--- src/rtl/program_loader.sv ---
// Byte-stream program loader: takes a little-endian word count followed by
// that many little-endian instruction words and writes them to instruction memory.
module program_loader #(
  parameter logic [31:0] BASE_ADDR = 32'h0000_0000,
  parameter int          MAX_WORDS = 1024
) (
  input  logic        clk,
  input  logic        rst_n,
  input  logic        load_req,
  input  logic        byte_valid,
  input  logic [7:0]  byte_data,
  output logic        byte_ready,
  output logic [31:0] ADDRESS,
  output logic [31:0] INSTRUCTION,
  output logic        instr_we,
  output logic        enable_inst_in,
  output logic        start,
  output logic        busy,
  output logic        err
);

  localparam logic [31:0] MAX_W = 32'(MAX_WORDS);

  typedef enum logic [2:0] {S_IDLE, S_LEN, S_DATA, S_WRITE, S_RUN, S_ERR} state_e;

  state_e      state_q, state_d;
  logic [1:0]  bcnt_q, bcnt_d;
  logic [31:0] asm_q, asm_d;
  logic [31:0] addr_q, addr_d;
  logic [31:0] remain_q, remain_d;
  logic [31:0] address_q, address_d;
  logic [31:0] instr_q, instr_d;
  logic        byte_ready_q, byte_ready_d;
  logic        instr_we_q, instr_we_d;
  logic        enable_q, enable_d;
  logic        start_q, start_d;
  logic        busy_q, busy_d;
  logic        err_q, err_d;
  logic        xfer;

  always_comb begin
    state_d   = state_q;
    bcnt_d    = bcnt_q;
    asm_d     = asm_q;
    addr_d    = addr_q;
    remain_d  = remain_q;
    address_d = address_q;
    instr_d   = instr_q;
    xfer      = byte_valid && (state_q == S_LEN || state_q == S_DATA);
    // Shift right so the first byte of a group ends up in bits 7:0.
    if (xfer) begin
      asm_d  = {byte_data, asm_q[31:8]};
      bcnt_d = bcnt_q + 2'd1;
    end
    case (state_q)
      S_IDLE, S_RUN, S_ERR: begin
        if (load_req) begin
          state_d = S_LEN;
          bcnt_d  = 2'd0;
          addr_d  = BASE_ADDR;
        end
      end
      S_LEN: begin
        if (xfer && bcnt_q == 2'd3) begin
          if (asm_d == 32'd0 || asm_d > MAX_W) begin
            state_d = S_ERR;
          end else begin
            remain_d = asm_d;
            state_d  = S_DATA;
          end
        end
      end
      S_DATA: begin
        if (xfer && bcnt_q == 2'd3) begin
          state_d   = S_WRITE;
          address_d = addr_q;
          instr_d   = asm_d;
        end
      end
      S_WRITE: begin
        addr_d   = addr_q + 32'd4;
        remain_d = remain_q - 32'd1;
        state_d  = (remain_q == 32'd1) ? S_RUN : S_DATA;
      end
      default: state_d = S_IDLE;
    endcase

    // Outputs are decoded from the next state so they are registered yet state-aligned.
    byte_ready_d = (state_d == S_LEN) || (state_d == S_DATA);
    busy_d       = (state_d == S_LEN) || (state_d == S_DATA) || (state_d == S_WRITE);
    enable_d     = busy_d;
    instr_we_d   = (state_d == S_WRITE);
    start_d      = (state_d == S_RUN);
    err_d        = (state_d == S_ERR);
  end

  always_ff @(posedge clk or negedge rst_n) begin
    if (!rst_n) begin
      state_q      <= S_IDLE;
      bcnt_q       <= 2'd0;
      asm_q        <= 32'd0;
      addr_q       <= BASE_ADDR;
      remain_q     <= 32'd0;
      address_q    <= BASE_ADDR;
      instr_q      <= 32'd0;
      byte_ready_q <= 1'b0;
      instr_we_q   <= 1'b0;
      enable_q     <= 1'b0;
      start_q      <= 1'b0;
      busy_q       <= 1'b0;
      err_q        <= 1'b0;
    end else begin
      state_q      <= state_d;
      bcnt_q       <= bcnt_d;
      asm_q        <= asm_d;
      addr_q       <= addr_d;
      remain_q     <= remain_d;
      address_q    <= address_d;
      instr_q      <= instr_d;
      byte_ready_q <= byte_ready_d;
      instr_we_q   <= instr_we_d;
      enable_q     <= enable_d;
      start_q      <= start_d;
      busy_q       <= busy_d;
      err_q        <= err_d;
    end
  end

  assign byte_ready     = byte_ready_q;
  assign ADDRESS        = address_q;
  assign INSTRUCTION    = instr_q;
  assign instr_we       = instr_we_q;
  assign enable_inst_in = enable_q;
  assign start          = start_q;
  assign busy           = busy_q;
  assign err            = err_q;

endmodule

--- config.mk ---
export PLATFORM = sky130hd
export DESIGN_NAME = program_loader
export DESIGN_NICKNAME = d
export VERILOG_FILES = /design/src/rtl/program_loader.sv
export SDC_FILE = /design/constraint.sdc
export NUM_CORES = 1
export LEC_CHECK = 0
export BUFFER_PORTS_ARGS = -buffer_cell sky130_fd_sc_hd__buf_4
export CAP_MARGIN = 5
export CORE_ASPECT_RATIO = 2
export CORE_MARGIN = 3
export CORE_UTILIZATION = 40
export CTS_BUF_LIST = sky130_fd_sc_hd__clkbuf_4 sky130_fd_sc_hd__clkbuf_8
export DETAILED_ROUTE_END_ITERATION = 10
export GPL_TIMING_DRIVEN = 1
export SYNTH_ARGS = -nofsm -noshare
export SYNTH_HDL_FRONTEND = slang
export SYNTH_SLANG_ARGS = --single-unit
--- constraint.sdc ---
create_clock -name clk -period 4.6 [get_ports clk]
set_input_delay 0.92 -clock clk [delete_from_list [all_inputs] [get_ports clk]]
set_output_delay 0.92 -clock clk [all_outputs]
set_load 0.01 [all_outputs]
* Word-level counts from Yosys, hierarchy flattened
Cells that the tools add are included.
** Word-level totals
- Output and inout bits :: 70
- Bits of input ports :: 12
- Flip-flop bits (word level) :: 170
- Word-level logic and storage cells :: 60
** Cells by class
- Reductions and logical operators :: 14
- Equal/unequal tests :: 15
- Add/sub/neg operators :: 3
- Mux-type cells :: 15
- Order comparisons :: 1
** Operator list (number)
- two-way mux 32 bit :: 4
- case mux 32 bit (2 select lines) :: 2
- adder 32 x 3 -> 32 bit (second input constant) :: 1
- equality test 32 x 1 -> 1 bit (second input constant) :: 1
- > comparator 32 x 11 -> 1 bit (second input constant) :: 1
- zero test 32 bit :: 1
- subtractor 32 x 1 -> 32 bit (second input constant) :: 1
- two-way mux 3 bit :: 5
- equality test 3 x 2 -> 1 bit (second input constant) :: 4
- equality test 3 bit (second input constant) :: 4
- case mux 3 bit (4 select lines) :: 1
- equality test 3 x 1 -> 1 bit (second input constant) :: 2
- two-way mux 2 bit :: 3
- logical OR 1 bit :: 4
- != test 2 bit (second input constant) :: 2
- AND reduction 2 bit :: 2
- nonzero test 2 bit :: 2
- zero test 3 bit :: 1
- AND reduction 3 bit :: 1
- OR reduction 3 bit :: 1
- adder 2 x 1 -> 2 bit (second input constant) :: 1
- equality test 2 bit (second input constant) :: 1
- logical AND 1 bit :: 2
- != test 2 x 1 -> 1 bit (second input constant) :: 1

* Logic depth before layout (Yosys ltp)
- Word-level depth :: 12
- Mapped depth :: 9

* Worst setup path after synthesis
Ideal clock, no wire load.
- Path type :: input -> register
- Start point :: input byte_valid
- End point :: register address_q[28] (netlist: ADDRESS[28])
- Arrival :: 2.461 ns
- Path buffers :: 2
- Cell stages on the path :: 6
- Setup slack :: 2.014 ns
- Setup time :: 0.125 ns
- Data required time :: 4.475 ns
- Cells stage by stage :: nor2b_1 nand2_1 nor3_1 clkbuf_1 clkbuf_1 mux2_2
** Between the ends
- Cells in the longest elaborated chain, start to end :: 3
** RTL lines
- from (decl) :: RTL line 10 : input logic byte_valid,
- logical AND 1 bit :: RTL line 49 : xfer = byte_valid && (state_q == S_LEN || state_q == S_DATA);
- logical AND 1 bit :: RTL line 74 : if (xfer && bcnt_q == 2'd3) begin
- AND reduction 2 bit (no source line)
- to (signal assigned) :: RTL line 118 : address_q <= address_d;
- to (decl) :: RTL line 31 : logic [31:0] address_q, address_d;
No other way between the ends.
A chain may end at the register's enable or synchronous reset.

* Worst setup path in the final report
- Start point :: input byte_data[0]
- End point :: register state_q[0]
** Between the ends
- Cells in the longest elaborated chain, start to end :: 6
** RTL lines
- from (decl) :: RTL line 11 : input logic [7:0] byte_data,
- two-way mux 32 bit * :: RTL line 51 : if (xfer) begin
- > comparator 32 x 11 -> 1 bit or zero test 32 bit (tied branches) :: RTL line 65 : if (asm_d == 32'd0 || asm_d > MAX_W) begin
- logical OR 1 bit * :: RTL line 65
- two-way mux 3 bit * :: RTL line 65
- two-way mux 3 bit * :: RTL line 64 : if (xfer && bcnt_q == 2'd3) begin
- case mux 3 bit (4 select lines) * :: RTL line 55 : case (state_q)
- via state_d[0] :: RTL line 26 : state_e state_q, state_d;
- to (signal assigned) :: RTL line 113 : state_q <= state_d;
- to (decl) :: RTL line 26
The timed path passes the listed nets; every way through them passes the cells marked *.

==> reports/results.ini <==
[synth]
post_synth_num_cell_types = 63
ys_seq_area_frac = 0.562
synth_warnings = 0
ys_top_cells_by_area = dfrtp_1 56%, mux2_2 8.1%, nand2_1 5.6%, nor2_1 3.0%, nand3_1 2.4%
synthMuxAreaShare = 0.0983
synth_edf_count = 0
ys_ff_latch = 166
syn-cell-area_um2 = 7390
synth_xor_area_frac = 0.0118
synth-simple-area-share = 0.182
syn_area_per_cell_um2 = 10.6
synthArstFlopShare = 1.00
synth_ff_type = dfrtp_1
synthAdderAreaFrac = 0.00677
synth_top_family_by_area = simple AND/OR/NAND/NOR gates
synth_top_cell_area_share = 0.562
synth_top_cell_by_area = dfrtp_1
syn_inst = 700
synth_compound_area_frac = 0.109

[pwr]
power_frac_seq = 0.455
intPower_mw = 3.08
p_switching_mw = 1.61
pwr_density_cell_nw_per_um2 = 542
ir_worst_vdd_uv = 272
p_leak_nw = 3.79
p_comb_frac = 0.298
clkPwrFrac = 0.248
switching_share = 0.344

[timing]
fin_setup_tns_ns = 0
setup_slack_ns = 1.52
fin_worst_skew_ns = 0.0161
rsz0062_at_grt = false
hold_ws_ns = 0.488
clock.fmax_mhz = 325
period_minus_slack_ns = 3.08
maxSlewViolCount = 0
relSlewSlack = 0.351
finalHoldViolCount = 0
period_share = 0.669
finalSetupViolations = 0
worst_pin_slew_ns = 0.974

[grt]
grt_max_degree = 106
grt_pass1_vias = 5769
grt_pass1_wl_um = 29600
antenna_found_initial = 0
track_usage = 0.189
grt.overflow.total = 0

[clock_network]
cts_hold_buffers = 0
postCtsResizedCells = 0
clock_latency_ns = 0.46
htreeDepth = 4
clk_pin_slew_worst_paths_ns = 0.10
cts_tree = done
postCtsSetupBuffers = 0
ctsRootBufferMaster = clkbuf_8
clk_path_buf_depth = 2
cts_buffers = 17
cts.sinks = 166

[worst_hold_path]
hold_path.class = flop to flop
min_path_cells = 1

[floorplan]
dieHeight_um = 198
num_rows = 69
core_area_um2 = 18000
pin_count = 82
die-area_um2 = 20200
start_util = 0.412
fp.dieW_um = 102

[placement]
gp_congestion = 0.846
port_buffers = 79
dpl.hpwl_um = 13200
pre_cts_ws_ns = 1.02

[routing]
wire_per_inst_um = 18.3
first_iter_violations = 282
drt_wl_total_um = 18300
ant_nets = 0
dr.pass1.iters = 5
drc = 0
vias = 5606
vias_per_cell = 5.58

[setup_path]
endpoint_kind = flop
cp-endpoint = state_q[0]
reg2reg_depth = 7
r2r_end = state_q[0]
worstPathArrival_ns = 3.43
cp_max_fo = 20
crit_path_start_kind = input port
ff2ff_setup_slack_ns = 1.57
r2r-start = state_q[1]
startpoint = byte_data[0]
worstPathRequired_ns = 4.96
criticalPathCategory = input port to flop

[status]
outcome = complete, no violations

[finish]
area_growth_pct = 17.0
postLayoutCoreUtil = 0.482
antenna_cells = 0
drive_gt1_frac = 0.238
nets = 794

[flow_run]
maxCapViolCount = 0

-- critical path: stages --
cell and delay [ns]:
buf_4 0.11, nor4_1 0.43, nand4_1 0.15, a211oi_1 0.60
and3_1 0.77, nor3_1 0.14, or2_2 0.31
-- worst min path at each step --
stage | start | endpoint
global route | remain_q[31] | remain_q[31]
floorplan | remain_q[31] | remain_q[31]
finish | remain_q[31] | remain_q[31]
CTS | remain_q[31] | remain_q[31]
detailed placement | remain_q[27] | remain_q[27]
global placement | remain_q[27] | remain_q[27]
-- layout make-up --
type,count,area [µm²]
fillers,1694,9310
flip-flops and latches,166,4150
multi-input cells,484,3030
repair buffers,90,679
well taps,213,267
clock buffers,19,262
clock inverters,13,185
inverters,19,71.3
-- cells in the final DEF, fill, tap and decap left out, types with 3 or more instances in the layout --
cell,n
dfrtp_1,166
nand2_1,111
buf_4,89
nor2_1,59
mux2_2,53
nand3_1,36
o21ai_0,32
a21oi_1,24
inv_1,19
clkbuf_8,19
nor3_1,17
mux2i_1,13
nor4_1,10
o211ai_1,10
nand4_1,9
o31ai_1,9
xnor2_1,6
and3_1,6
or3_1,6
o41ai_1,5
inv_6,5
xor2_1,4
or4_1,4
o21a_1,4
a22oi_1,4
ha_1,4
nor2b_1,3
and4_1,3
a21o_1,3
and2_1,3
bufinv_16,3
-- layer usage --
| metal | GRT usage | share of wire |
|---|---|---|
| met1 | 0.207 | 0.38 |
| met4 | 0.0861 | 0.036 |
| met2 | 0.341 | 0.55 |
| met3 | 0.0398 | 0.035 |
| met5 | 0 | 0 |
-- through the flow --
step	total power, mW	instances	cell area, µm²
finish	4.69	1004	8650
global route	4.98	1004	8650
CTS	4.76	1004	8650
detailed placement	3.59	972	8200
global placement	3.54	972	8200
floorplan	2.89	701	7400
-- power by group through the flow --
| stage | registers [mW] | logic, mW | clock network (mW) |
|---|---|---|---|
| after floorplan | 2.18 | 0.706 | 0 |
| after global placement | 2.15 | 1.39 | 0 |
| after detailed placement | 2.17 | 1.42 | 0 |
| after CTS | 2.14 | 1.42 | 1.19 |
| after global routing | 2.19 | 1.54 | 1.25 |
| final | 2.13 | 1.40 | 1.16 |
-- logic make-up after synthesis --
logic type | after synthesis
and+or+nand+nor | 282
DFF | 166
AOI/OAI and AO/OA | 120
muxes | 66
buffers and inverters | 51
xor gates and xnor gates | 10
adders and majority gates | 4
other | 1
-- state kept, by name, indices dropped and copies added, names as in the netlist --
name and flops:
INSTRUCTION 32, asm_q 32, remain_q 32, ADDRESS 30
addr_q 30, state_q 3, bcnt_q 2, busy 1
byte_ready 1, err 1, instr_we 1, start 1
-- synth_stat cells (10+ instances only) --
library cell,n
a21oi_1,24
clkbuf_1,20
dfrtp_1,166
inv_1,19
mux2_2,53
mux2i_1,13
nand2_1,111
nand3_1,36
nor2_1,59
nor3_1,18
nor4_1,10
o211ai_1,10
o21ai_0,32
Note: power is estimated with default switching activity, not from simulation.
